==> config.mk <==
export PLATFORM = sky130hd
export DESIGN_NAME = clause_checker_seq
export DESIGN_NICKNAME = d
export VERILOG_FILES = /design/src/rtl/clause_checker_seq.sv
export SDC_FILE = /design/constraint.sdc
export NUM_CORES = 1
export LEC_CHECK = 0
export ABC_CLOCK_PERIOD_IN_PS = 13500
export CORE_UTILIZATION = 45
export CTS_CLUSTER_DIAMETER = 50
export DETAILED_ROUTE_END_ITERATION = 8
export DONT_BUFFER_PORTS = 1
export PLACE_DENSITY = 0.68
export SETUP_SLACK_MARGIN = 0.1
export SLEW_MARGIN = 10
export SYNTH_ARGS = -nofsm -noshare
export SYNTH_HDL_FRONTEND = slang
export SYNTH_SLANG_ARGS = --single-unit
==> constraint.sdc <==
create_clock -name in_clk -period 13.5 [get_ports in_clk]
set_input_delay 0.675 -clock in_clk [delete_from_list [all_inputs] [get_ports in_clk]]
set_output_delay 0.675 -clock in_clk [all_outputs]
set_load 0.02 [all_outputs]
==> src/rtl/clause_checker_seq.sv <==
// Sequential clause checker: one signed MAC per clause per cycle over the variables,
// then a relational compare of each widened accumulator against zero.
//   state     | meaning
//   S_IDLE    | waiting for start, results held
//   S_ACCUM   | one product term per clause per enabled edge
//   S_COMPARE | register flags, summary and the valid pulse
module clause_checker_seq #(
  parameter int NUM_VARS    = 2,
  parameter int NUM_CLAUSES = 2,
  parameter int BIT_WIDTH   = 8,
  parameter int ACC_WIDTH   = 2*BIT_WIDTH+$clog2(NUM_VARS+1)
) (
  input  logic                                        in_clk,
  input  logic                                        in_reset_n,
  input  logic                                        in_enable,
  input  logic                                        in_start,
  input  logic [1:0]                                  in_relation_mode,
  input  logic [NUM_CLAUSES*(NUM_VARS+1)*BIT_WIDTH-1:0] in_coefficients,
  input  logic [NUM_VARS*BIT_WIDTH-1:0]               in_current_assignment,
  output logic                                        out_busy,
  output logic                                        out_valid,
  output logic [NUM_CLAUSES-1:0]                      out_clause_flags,
  output logic                                        out_all_sat,
  output logic [$clog2(NUM_CLAUSES+1)-1:0]            out_unsat_count
);

  localparam int IDX_W  = (NUM_VARS > 1) ? $clog2(NUM_VARS) : 1;
  localparam int CNT_W  = $clog2(NUM_CLAUSES+1);
  localparam int PROD_W = 2*BIT_WIDTH;

  typedef enum logic [1:0] {S_IDLE, S_ACCUM, S_COMPARE} state_e;

  state_e                        state_q;
  logic [IDX_W-1:0]              idx_q;
  logic [1:0]                    mode_q;
  logic signed [BIT_WIDTH-1:0]   coef_q [NUM_CLAUSES][NUM_VARS];
  logic signed [BIT_WIDTH-1:0]   y_q    [NUM_VARS];
  logic signed [ACC_WIDTH-1:0]   acc_q  [NUM_CLAUSES];
  logic                          valid_q;
  logic                          all_sat_q;
  logic [NUM_CLAUSES-1:0]        flags_q;
  logic [CNT_W-1:0]              unsat_q;

  logic signed [BIT_WIDTH-1:0]   coef_in   [NUM_CLAUSES][NUM_VARS+1];
  logic signed [BIT_WIDTH-1:0]   y_in      [NUM_VARS];
  logic signed [ACC_WIDTH-1:0]   const_ext [NUM_CLAUSES];
  logic signed [BIT_WIDTH-1:0]   a_sel     [NUM_CLAUSES];
  logic signed [BIT_WIDTH-1:0]   y_sel;
  logic signed [PROD_W-1:0]      prod      [NUM_CLAUSES];
  logic signed [ACC_WIDTH-1:0]   acc_d     [NUM_CLAUSES];
  logic [NUM_CLAUSES-1:0]        flags_d;
  logic [CNT_W-1:0]              unsat_d;

  always_comb begin
    for (int c = 0; c < NUM_CLAUSES; c++) begin
      for (int j = 0; j <= NUM_VARS; j++) begin
        coef_in[c][j] = in_coefficients[(c*(NUM_VARS+1)+j)*BIT_WIDTH +: BIT_WIDTH];
      end
    end
    for (int j = 0; j < NUM_VARS; j++) begin
      y_in[j] = in_current_assignment[j*BIT_WIDTH +: BIT_WIDTH];
    end
  end

  // Operand muxes select term idx; products are sign-extended in full before accumulation.
  always_comb begin
    y_sel = '0;
    for (int j = 0; j < NUM_VARS; j++) begin
      if (idx_q == IDX_W'(j)) y_sel = y_q[j];
    end
    for (int c = 0; c < NUM_CLAUSES; c++) begin
      a_sel[c] = '0;
      for (int j = 0; j < NUM_VARS; j++) begin
        if (idx_q == IDX_W'(j)) a_sel[c] = coef_q[c][j];
      end
      prod[c] = $signed({{BIT_WIDTH{a_sel[c][BIT_WIDTH-1]}}, a_sel[c]}) *
                $signed({{BIT_WIDTH{y_sel[BIT_WIDTH-1]}}, y_sel});
      acc_d[c] = acc_q[c] + {{(ACC_WIDTH-PROD_W){prod[c][PROD_W-1]}}, prod[c]};
      const_ext[c] = {{(ACC_WIDTH-BIT_WIDTH){coef_in[c][NUM_VARS][BIT_WIDTH-1]}},
                      coef_in[c][NUM_VARS]};
    end
  end

  always_comb begin
    flags_d = '0;
    unsat_d = '0;
    for (int c = 0; c < NUM_CLAUSES; c++) begin
      case (mode_q)
        2'b01:   flags_d[c] = acc_q[c][ACC_WIDTH-1];
        2'b10:   flags_d[c] = (acc_q[c] == '0);
        default: flags_d[c] = acc_q[c][ACC_WIDTH-1] | (acc_q[c] == '0);
      endcase
      if (!flags_d[c]) unsat_d = unsat_d + CNT_W'(1);
    end
  end

  always_ff @(posedge in_clk or negedge in_reset_n) begin
    if (!in_reset_n) begin
      state_q   <= S_IDLE;
      idx_q     <= '0;
      mode_q    <= '0;
      valid_q   <= 1'b0;
      all_sat_q <= 1'b0;
      flags_q   <= '0;
      unsat_q   <= '0;
      for (int c = 0; c < NUM_CLAUSES; c++) begin
        acc_q[c] <= '0;
        for (int j = 0; j < NUM_VARS; j++) coef_q[c][j] <= '0;
      end
      for (int j = 0; j < NUM_VARS; j++) y_q[j] <= '0;
    end else if (in_enable) begin
      valid_q <= (state_q == S_COMPARE);
      case (state_q)
        S_IDLE: begin
          if (in_start) begin
            mode_q <= in_relation_mode;
            idx_q  <= '0;
            for (int c = 0; c < NUM_CLAUSES; c++) begin
              acc_q[c] <= const_ext[c];
              for (int j = 0; j < NUM_VARS; j++) coef_q[c][j] <= coef_in[c][j];
            end
            for (int j = 0; j < NUM_VARS; j++) y_q[j] <= y_in[j];
            state_q <= S_ACCUM;
          end
        end
        S_ACCUM: begin
          for (int c = 0; c < NUM_CLAUSES; c++) acc_q[c] <= acc_d[c];
          idx_q <= idx_q + IDX_W'(1);
          if (idx_q == IDX_W'(NUM_VARS-1)) state_q <= S_COMPARE;
        end
        S_COMPARE: begin
          flags_q   <= flags_d;
          all_sat_q <= &flags_d;
          unsat_q   <= unsat_d;
          state_q   <= S_IDLE;
        end
        default: state_q <= S_IDLE;
      endcase
    end
  end

  assign out_busy         = (state_q != S_IDLE);
  assign out_valid        = valid_q;
  assign out_clause_flags = flags_q;
  assign out_all_sat      = all_sat_q;
  assign out_unsat_count  = unsat_q;

endmodule

# Word level (Yosys, flattened, before mapping)
# Cells that the tools add are included.
# op_classes
addsub	4
n_mul	2
eq_ne	6
n_mux	14
n_bitwise	2
n_reduce_logical	10
# op_table
cell	count
$pmux 36 s2	1
$add 18x18->18	2
$logic_not 18->1	2
$mux 36	1
$mul 8x8->16	2
$mux 8	3
$reduce_and 3->1	3
$mux 2	3
$pmux 1 s2	3
$eq 2x1->1 const B	2
$eq 2x2->1 const B	2
$ne 2x2->1 const B	2
$pmux 2 s2	1
$reduce_and 2->1	2
$reduce_bool 2->1	2
$add 2x1->2 const B	1
$logic_not 2->1	1
$mux 1	2
$or 1x1->1	2
$add 1x1->1 const B	1
# totals
register_bits	95
output_inout_bits	7

# Logic depth before layout (Yosys ltp)
# Gate-level depths: netlist (run 1).
# depth
word_depth	6
depth_mapped	31

# Least setup slack after synthesis (run 1)
# No wires, ideal clock.
# synth_timing
path_type	register to register
from	register idx_q
to	register acc_q[35] (netlist bit)
setup_ns	0.080
t_arrival_ns	6.681
required_ns	13.420
setup_slack_ns	6.739
path_stages_with_launch	30
n_path_buf	3
path_cell_list	dfrtp_1 -> clkbuf_1 -> buf_2 -> mux2i_1 -> clkbuf_1 -> nor2_1 -> fa_1 -> inv_1 -> fa_1 -> inv_1 -> fa_1 -> inv_1 -> fa_1 -> inv_1 -> ha_1 -> a21oi_1 -> o21bai_1 -> a21oi_1 -> o21bai_1 -> a21oi_1 -> xnor2_1 -> ha_1 -> and4_2 -> a22oi_2 -> o31ai_2 -> o41ai_4 -> o21ai_2 -> xor2_1 -> a31oi_1 -> a2bb2oi_1
# synth_between
elab_chain_len	4
elab_cells_between_ends	5
classes_between	add/sub (1); mul (1); mux (3)
# synth_lines
item	line_no	rtl
start, declared	34	logic [IDX_W-1:0] idx_q;
start signal, assigned	128	idx_q <= idx_q + IDX_W'(1);
$mux 8 (on tied branches)	74, 69	
$mul 8x8->16 *	76	prod[c] = $signed({{BIT_WIDTH{a_sel[c][BIT_WIDTH-1]}}, a_sel[c]}) *
$add 18x18->18 *	78	acc_d[c] = acc_q[c] + {{(ACC_WIDTH-PROD_W){prod[c][PROD_W-1]}}, prod[c]};
$pmux 36 s2 *	113	case (state_q)
end signal, assigned by index	119	acc_q[c] <= const_ext[c];
end, declared	38	logic signed [ACC_WIDTH-1:0] acc_q [NUM_CLAUSES];
# Every way passes the cells marked *; elsewhere a longest branch is shown, timed or not.
# A chain may end at the register's enable or synchronous reset.

# Worst setup path in the final report (run 1)
# layout_timing
from	register idx_q
to	register acc_q[17] (netlist bit)
# The elaborated chain is that of the path after synthesis.

==> results of run 1 <==
==> stage by stage <==
step / cell area (µm²) / cells / hold slack, ns
detailed placement: 10860 / 1421 / 0.3830
CTS: 11160 / 1435 / 0.003587
finish: 11160 / 1435 / 0.01451
global route: 11160 / 1435 / 0.001350
floorplan: 10510 / 1131 / 0.3794
global placement: 10860 / 1421 / 0.3831
==> layout by cell type, fill, tap and decap left out, types with 3 or more instances in the layout <==
master	n
clkbuf_16	9
nor2_1	117
a211oi_1	5
inv_1	198
o21a_1	3
nor4_1	8
nand2_1	71
mux2_2	57
o211ai_1	5
nor3_1	11
mux2i_1	25
ha_1	96
and3_1	3
buf_4	9
and2_1	10
nand3_1	8
a21o_1	12
or2_2	19
nand2b_1	7
a31oi_1	8
or3_1	3
fa_1	112
xnor2_1	47
nand4_1	4
o21bai_1	14
o21ai_0	39
a21oi_1	61
xor2_1	13
dfrtp_1	94
o21ai_1	13
==> cells in the mapped netlist (2+ instances only) <==
cell type	instances	area share [%]
or2_2	19	1.1
a21o_1	12	0.86
xor2_1	13	1.1
fa_1	112	21
a21oi_1	61	2.9
nand4_1	4	0.24
a31oi_1	8	0.48
or4_1	2	0.14
buf_1	2	0.071
o21ai_1	14	0.67
o2111ai_1	2	0.17
o221a_1	2	0.21
o21bai_1	14	1.0
nand3_1	8	0.38
nand2b_1	7	0.42
nor4_1	8	0.48
inv_1	198	7.1
nor3_1	11	0.52
a211oi_1	5	0.36
o211ai_1	5	0.36
ha_1	96	11
nand2_1	71	2.5
xnor2_1	47	3.9
o21ai_0	39	1.9
mux2i_1	25	2.4
o21a_1	3	0.21
and2_1	10	0.60
a21o_2	2	0.17
clkbuf_1	29	1.0
and3_1	4	0.24
dfrtp_1	95	23
mux2_2	57	6.1
or3_1	3	0.18
nor2_1	117	4.2
==> worst max path at each step <==
| stage | start | endpoint | slack [ns] | cells past startpoint |
|---|---|---|---|---|
| 2_1_floorplan | idx_q | acc_q[35] | 6.74 | 29 |
| 3_3_place_gp | idx_q | acc_q[35] | 6.25 | 26 |
| 3_5_place_dp | idx_q | acc_q[17] | 6.03 | 26 |
| 4_1_cts | idx_q | acc_q[17] | 5.95 | 26 |
| 5_1_grt | idx_q | acc_q[17] | 5.35 | 26 |
| 6_report | idx_q | acc_q[17] | 5.96 | 26 |
==> layer usage <==
metal	vias up	routed length, µm
li1	3643	-
met5	-	0
met4	0	321
met1	3742	9495
met3	18	575
met2	81	11760
==> sequential cells by signal, indices dropped and copies added (netlist names) <==
name	count
out_valid	1
out_unsat_count	2
out_all_sat	1
mode_q	2
coef_q	32
y_q	16
state_q	2
idx_q	1
acc_q	36
out_clause_flags	2
==> cell families (layout without fill, tap and decap cells) <==
logic type,Yosys count,count (layout),share of synthesized area (%)
adders and majority gates,208,208,32.76
and+or+nand+nor,269,269,11.49
buffers and inverters,230,221,8.226
AOI/OAI and AO/OA,186,186,11.26
xor gates and xnor gates,61,61,5.155
muxes,82,82,8.488
DFF,95,95,22.62
==> cell type report <==
type                            instances  area, µm²
Multi-Input combinational cell        806       7281
Tap cell                              313      391.6
Sequential cell                        95       2379
Timing Repair Buffer                    9      67.56
Fill cell                            2156      11610
Inverter                              198      743.2
Clock buffer                           10      229.0
Clock inverter                          4      72.57
==> worst reg2reg max path, cell delays in order (launching register included) <==
cell,delay [ns]
dfrtp_2,0.97
mux2i_1,1.01
nor2_1,0.17
fa_1,0.56
inv_1,0.05
fa_1,0.47
inv_1,0.05
fa_1,0.56
inv_1,0.07
fa_1,0.53
inv_1,0.04
ha_1,0.31
o21ai_1,0.08
nor2_1,0.07
nor4_1,0.35
inv_1,0.08
a21oi_1,0.16
xnor2_1,0.15
ha_1,0.28
a21oi_1,0.16
o21ai_0,0.17
a2111oi_2,0.31
o21ai_1,0.14
o211ai_1,0.12
xor2_1,0.23
nor4_1,0.08
a311oi_1,0.28
==> results.sh, run 1 <==
export IMPL_cts_buffers=9
export IMPL_setup_repair_after_global_routing_missed_its_margin="false"
export IMPL_rel_slew_slack_pct=24.22
export IMPL_detail_route_drc_violations=0
export IMPL_starting_utilization_of_the_core_area_pct=46.14
export IMPL_final_net_count=1397
export IMPL_syn_inst=1131
export IMPL_critPathMostFrequentCell="inv_1"
export IMPL_finalHoldViolations=0
export IMPL_async_flop_share_pct=100.0
export IMPL_worst_path_dominant_cell_family="adder cells"
export IMPL_mappedNetlistArea_um2=10510
export IMPL_crit_path_max_incr_delay_ns=0.99
export IMPL_syn2layout_area_growth_pct=6.214
export IMPL_regToRegStartpoint="idx_q"
export IMPL_wl_per_cell_um=15.44
export IMPL_peak_freq_mhz=132.6
export IMPL_hp_class="input pin to asynchronous set/reset pin"
export IMPL_firstDrtPassIters=5
export IMPL_tightest_slew_ns=1.105
export IMPL_io_buffers=0
export IMPL_design_die_area_um2=23970
export IMPL_detailed_place_hpwl_mm=17.53
export IMPL_fp_coreArea_um2=22780
export IMPL_min_period_over_period_pct=55.86
export IMPL_post_place_ws_ns=6.031
export IMPL_vias_per_cell=5.215
export IMPL_busiest_layer="met2"
export IMPL_yosys_register_bits=95
export IMPL_fraction_of_layout_cells_with_a_size_suffix_above_1_pct=10.25
export IMPL_syn_mean_instance_area_um2=9.293
export IMPL_clockBufferDepth=2
export IMPL_detailedRoute_firstIterationViolations=290
export IMPL_route_antenna_remaining_nets=0
export IMPL_setup_viol=0
export IMPL_timing_critical_path_required_ns=13.76
export IMPL_cts_repair_timing_setup_buffer_count=0
export IMPL_io_pins=77
export IMPL_synth_distinct_cells=60
export IMPL_cts_hold_buffers=0
export IMPL_detail_route_wirelength_mm=22.15
export IMPL_grtUsageMet2_pct=36.78
export IMPL_outcome="complete, no violations"
export IMPL_rows=55
export IMPL_worst_path_max_delay_cell="mux2i_1"
export IMPL_max_cap_viols=0
export IMPL_cell_count_of_the_worst_reg_to_reg_path=26
export IMPL_slew_viol_final=0
export IMPL_grt_ovfl_total=0
export IMPL_worst_path_buf_inv=5
export IMPL_clk_pin_slew_worst_paths_ns=0.07
export IMPL_initial_antenna_violation_count=0
export IMPL_tritoncts_clock_tree="built"
export IMPL_first_pass_grt_wire_length_mm=37.94
export IMPL_setup_worst_path_end_class="flop"
export IMPL_fin_skew_ns=0.007210
export IMPL_yosysSeqAreaShare_pct=22.62
export IMPL_dieHeight_um=154.8
export IMPL_postLayoutCoreUtil_pct=49.01
export IMPL_timing_setup_tns_ns=0
export IMPL_die_w_um=154.8
export IMPL_grt_use_total_pct=19.93
export IMPL_grt_pass1_vias=7949
export IMPL_ctsRootBufferMaster="clkbuf_16"
export IMPL_worstSkewPairLatency_ns=0.36
export IMPL_number_of_levels_the_h_tree_was_split_into=3
export IMPL_synthesis_nets=1409
export IMPL_yosys_most_used_dff="dfrtp_1"
export IMPL_synth_enable_flop_cells=0
export IMPL_worstPathArrival_ns=7.80
export IMPL_largest_net_degree_at_the_start_of_global_routing=96
export IMPL_worst_setup_path_type="flop to flop"
export IMPL_critPathMaxFanout=34
export IMPL_setup_worst_path_start_class="flop"
export IMPL_gp_congestion=0.8253
export IMPL_post_cts_resized_instances=0
export IMPL_finalCriticalPeriod_ns=7.542
export IMPL_setup_ws_ns=5.958
export IMPL_grt_use_met1_pct=24.22
export IMPL_cts_num_sinks=95
export IMPL_grt_util_met3_pct=2.858
export IMPL_detailroute_via_count=7484
export IMPL_regToRegSetupSlack_ns=5.96
export IMPL_ant_diodes=0
export IMPL_worst_r2r_endpoint="acc_q[17]"
export IMPL_ys_warnings_count=0
Power of run 1 is not shown: default switching activity piles up to over one toggle a cycle in this logic, so the estimate is an artifact.
==> run 2: changes to the inputs <==
--- a/config.mk
+++ b/config.mk
@@ -5,7 +5,8 @@
 export SDC_FILE = /design/constraint.sdc
 export NUM_CORES = 1
 export LEC_CHECK = 0
-export ABC_CLOCK_PERIOD_IN_PS = 13500
+export ABC_AREA = 1
+export ABC_CLOCK_PERIOD_IN_PS = 7300
 export CORE_UTILIZATION = 45
 export CTS_CLUSTER_DIAMETER = 50
 export DETAILED_ROUTE_END_ITERATION = 8
==> constraint.sdc (replaced) <==
create_clock -name in_clk -period 7.3 [get_ports in_clk]
set_input_delay 0.365 -clock in_clk [delete_from_list [all_inputs] [get_ports in_clk]]
set_output_delay 0.365 -clock in_clk [all_outputs]
set_load 0.02 [all_outputs]
==> run 2 against run 1 <==
Area after synthesis up 7.0%. Sequential share of layout area down 1.4 points. Largest cell class unchanged. First-iteration DRC count up 120%. Hold slack better by 0.093 ns. Critical endpoint is now acc_q[35]. Clock-buffer cell count unchanged. Routed wire length up 16%. Die area up 6.9%. Via count up 17%. Setup slack worse by 5.2 ns.
==> results.sh, run 2 <==
export IMPL_ant_diodes=0
export IMPL_peak_freq_mhz=153.2
export IMPL_clk_pin_slew_worst_paths_ns=0.07
export IMPL_worst_path_max_delay_cell="o21ai_2"
export IMPL_min_period_over_period_pct=89.42
export IMPL_largest_register_ff_count=36
export IMPL_rel_slew_slack_pct=20.70
export IMPL_layout_commonest_cell="inv_1"
export IMPL_timing_critical_path_required_ns=7.58
export IMPL_post_synthesis_compound_gate_area_fraction_pct=9.990
export IMPL_async_flop_share_pct=100.0
export IMPL_layout_common_cells="260 x inv_1, 206 x nand2_1, 183 x nor2_1"
export IMPL_critPathMaxFanout=18
export IMPL_worst_r2r_endpoint="acc_q[35]"
export IMPL_detailroute_via_count=8773
export IMPL_synthTopCellsByArea="dfrtp_1 21%, fa_1 20%, ha_1 11%"
export IMPL_ys_warnings_count=0
export IMPL_hp_class="input pin to flop"
export IMPL_worst_path_buf_inv=8
export IMPL_yosys_register_bits=95
export IMPL_worst_setup_path_type="flop to flop"
export IMPL_io_pins=77
export IMPL_gp_congestion=0.9180
export IMPL_design_die_area_um2=25630
export IMPL_setup_repair_after_global_routing_missed_its_margin="false"
export IMPL_post_place_ws_ns=0.6732
export IMPL_cts_repair_timing_setup_buffer_count=0
export IMPL_synth_enable_flop_cells=0
export IMPL_syn2layout_area_growth_pct=6.141
export IMPL_grt_use_total_pct=21.35
export IMPL_post_synth_most_frequent_cells="260 x inv_1, 206 x nand2_1, 183 x nor2_1, 112 x fa_1, 98 x a21oi_1"
export IMPL_dominant_combinational_cell_family_by_area_after_synthesis="adder cells"
export IMPL_grt_pass1_vias=8927
export IMPL_regToRegStartpoint="idx_q"
export IMPL_tightest_slew_ns=1.189
export IMPL_yosys_most_used_dff="dfrtp_1"
export IMPL_detail_route_drc_violations=0
export IMPL_critPathLaunch="idx_q"
export IMPL_rows=57
export IMPL_starting_utilization_of_the_core_area_pct=46.11
export IMPL_layout_filler_cells=2350
export IMPL_io_buffers=0
export IMPL_mappedNetlistArea_um2=11250
export IMPL_max_flop_register="acc_q"
export IMPL_setup_ws_ns=0.7720
export IMPL_final_net_count=1668
export IMPL_firstDrtPassIters=5
export IMPL_setup_worst_path_start_class="flop"
export IMPL_die_w_um=160.1
export IMPL_syn_mean_instance_area_um2=8.051
export IMPL_clockBufferDepth=2
export IMPL_finalHoldViolations=0
export IMPL_synth_top_area_share_pct=21.14
export IMPL_tritoncts_clock_tree="built"
export IMPL_fp_coreArea_um2=24390
export IMPL_crit_path_max_incr_delay_ns=0.69
export IMPL_number_of_levels_the_h_tree_was_split_into=3
export IMPL_setup_worst_path_end_class="flop"
export IMPL_postLayoutCoreUtil_pct=48.94
export IMPL_worstSkewPairLatency_ns=0.36
export IMPL_initial_antenna_violation_count=0
export IMPL_regToRegSetupSlack_ns=0.77
export IMPL_synth_top_cell_by_area="dfrtp_1"
export IMPL_biggestRegsByFlops="acc_q (36), coef_q (32), y_q (16)"
export IMPL_first_pass_grt_wire_length_mm=44.31
export IMPL_share_of_cell_area_taken_by_muxes_after_synthesis_pct=5.462
export IMPL_outcome="complete, no violations"
export IMPL_ctsRootBufferMaster="clkbuf_16"
export IMPL_fin_skew_ns=0.008972
export IMPL_synth_distinct_cells=45
export IMPL_worst_path_dominant_cell_family="adder cells"
export IMPL_timing_setup_tns_ns=0
export IMPL_yosysSeqAreaShare_pct=21.14
export IMPL_syn_inst=1397
export IMPL_synthesis_nets=1675
export IMPL_finalCriticalPeriod_ns=6.528
export IMPL_yosys_area_share_adder_pct=30.62
export IMPL_yosysMostFrequentCell="inv_1"
export IMPL_vias_per_cell=5.107
export IMPL_grt_ovfl_total=0
export IMPL_yosys_area_share_simple_pct=20.26
export IMPL_cell_count_of_the_worst_reg_to_reg_path=33
export IMPL_wl_per_cell_um=14.92
export IMPL_fraction_of_layout_cells_with_a_size_suffix_above_1_pct=11.98
export IMPL_cts_num_sinks=95
export IMPL_route_antenna_remaining_nets=0
export IMPL_worstPathArrival_ns=6.81
export IMPL_largest_net_degree_at_the_start_of_global_routing=96
export IMPL_dieHeight_um=160.1
export IMPL_detail_route_wirelength_mm=25.63
export IMPL_count_of_cell_instances_traversed_by_the_critical_path=33
export IMPL_cts_buffers=9
export IMPL_slew_viol_final=0
export IMPL_detailedRoute_firstIterationViolations=636
export IMPL_max_cap_viols=0
export IMPL_synth_xor_area_share_pct=2.258
export IMPL_detailed_place_hpwl_mm=20.46
export IMPL_cp_endpoint="acc_q[35]"
export IMPL_setup_viol=0
[run 2: changes by cell type after synthesis, sizes merged, moves of 8 or more]
cell	before	now
inv	198	269
nand2	71	221
nand3	8	60
xnor2	48	9
buf	3	26
and2	10	2
a21oi	62	103
a31oi	8	0
o21ai	54	66
o21bai	15	2
mux2i	25	4
clkbuf	29	2
nor2	117	186
[run 2: cell type report]
| cell class | count | area (µm²) | share of cell area (%) |
|---|---|---|---|
| clock inverters | 5 | 81.33 | 0.6813 |
| flip-flops and latches | 95 | 2379 | 19.92 |
| multi-input cells | 1005 | 7714 | 64.62 |
| repair buffers | 10 | 110.1 | 0.9223 |
| clock buffers | 10 | 239.0 | 2.002 |
| inverters | 269 | 1010 | 8.458 |
| well taps | 324 | 405.4 | 3.396 |
[run 2: layer usage]
layer  share of wire [%]  GRT usage [%]
met4                 1.4          4.978
met1                  50          31.81
met2                  44          32.79
met5                   0              0
met3                 5.3          2.727
[run 2: cell families (layout without fill, tap and decap cells)]
kind of cell,count (synthesis),count (layout)
and+or+nand+nor,520,520
buffers and inverters,297,294
xor gates and xnor gates,29,29
adders and majority gates,208,208
muxes,55,55
AOI/OAI and AO/OA,193,193
DFF,95,95
[run 2: per-stage QoR]
step           cell area (µm²)  hold slack [ns]  std cells
5_1_grt                  11940           0.1206       1718
3_3_place_gp             11580          0.07239       1701
4_1_cts                  11940           0.1036       1718
6_report                 11940           0.1074       1718
2_1_floorplan            11250          0.06941       1397
3_5_place_dp             11580          0.07181       1701
[run 2: how the worst min path moves through the flow]
stage                     from   endpoint  slack [ns]  depth (start not counted)
global placement    in_reset_n   acc_q[2]        0.07                          0
detailed placement  in_reset_n   acc_q[4]        0.07                          0
floorplan           in_reset_n   acc_q[0]        0.07                          0
finish               in_enable  out_valid        0.11                          1
CTS                  in_enable  out_valid        0.10                          1
global route         in_enable  out_valid        0.12                          1
[run 2: repair_timing]
| action | 4_1_cts | 5_1_grt |
|---|---|---|
| hold buffers | 2 | 0 |
| resized for setup | 0 | 1 |
| endpoints found under the setup margin | 0 | 3 |
| endpoints found under the hold margin | 95 | 0 |
[run 2: worst register-to-register path, delay by kind of cell, from the launching register on]
family,cells,cell delay (ns)
xor gates and xnor gates,1,0.14
and+or+nand+nor,13,1.22
DFF,1,0.51
buffers and inverters,8,0.59
adders and majority gates,6,2.76
AOI/OAI and AO/OA,5,1.25
Power of run 2 is left out for the same reason.
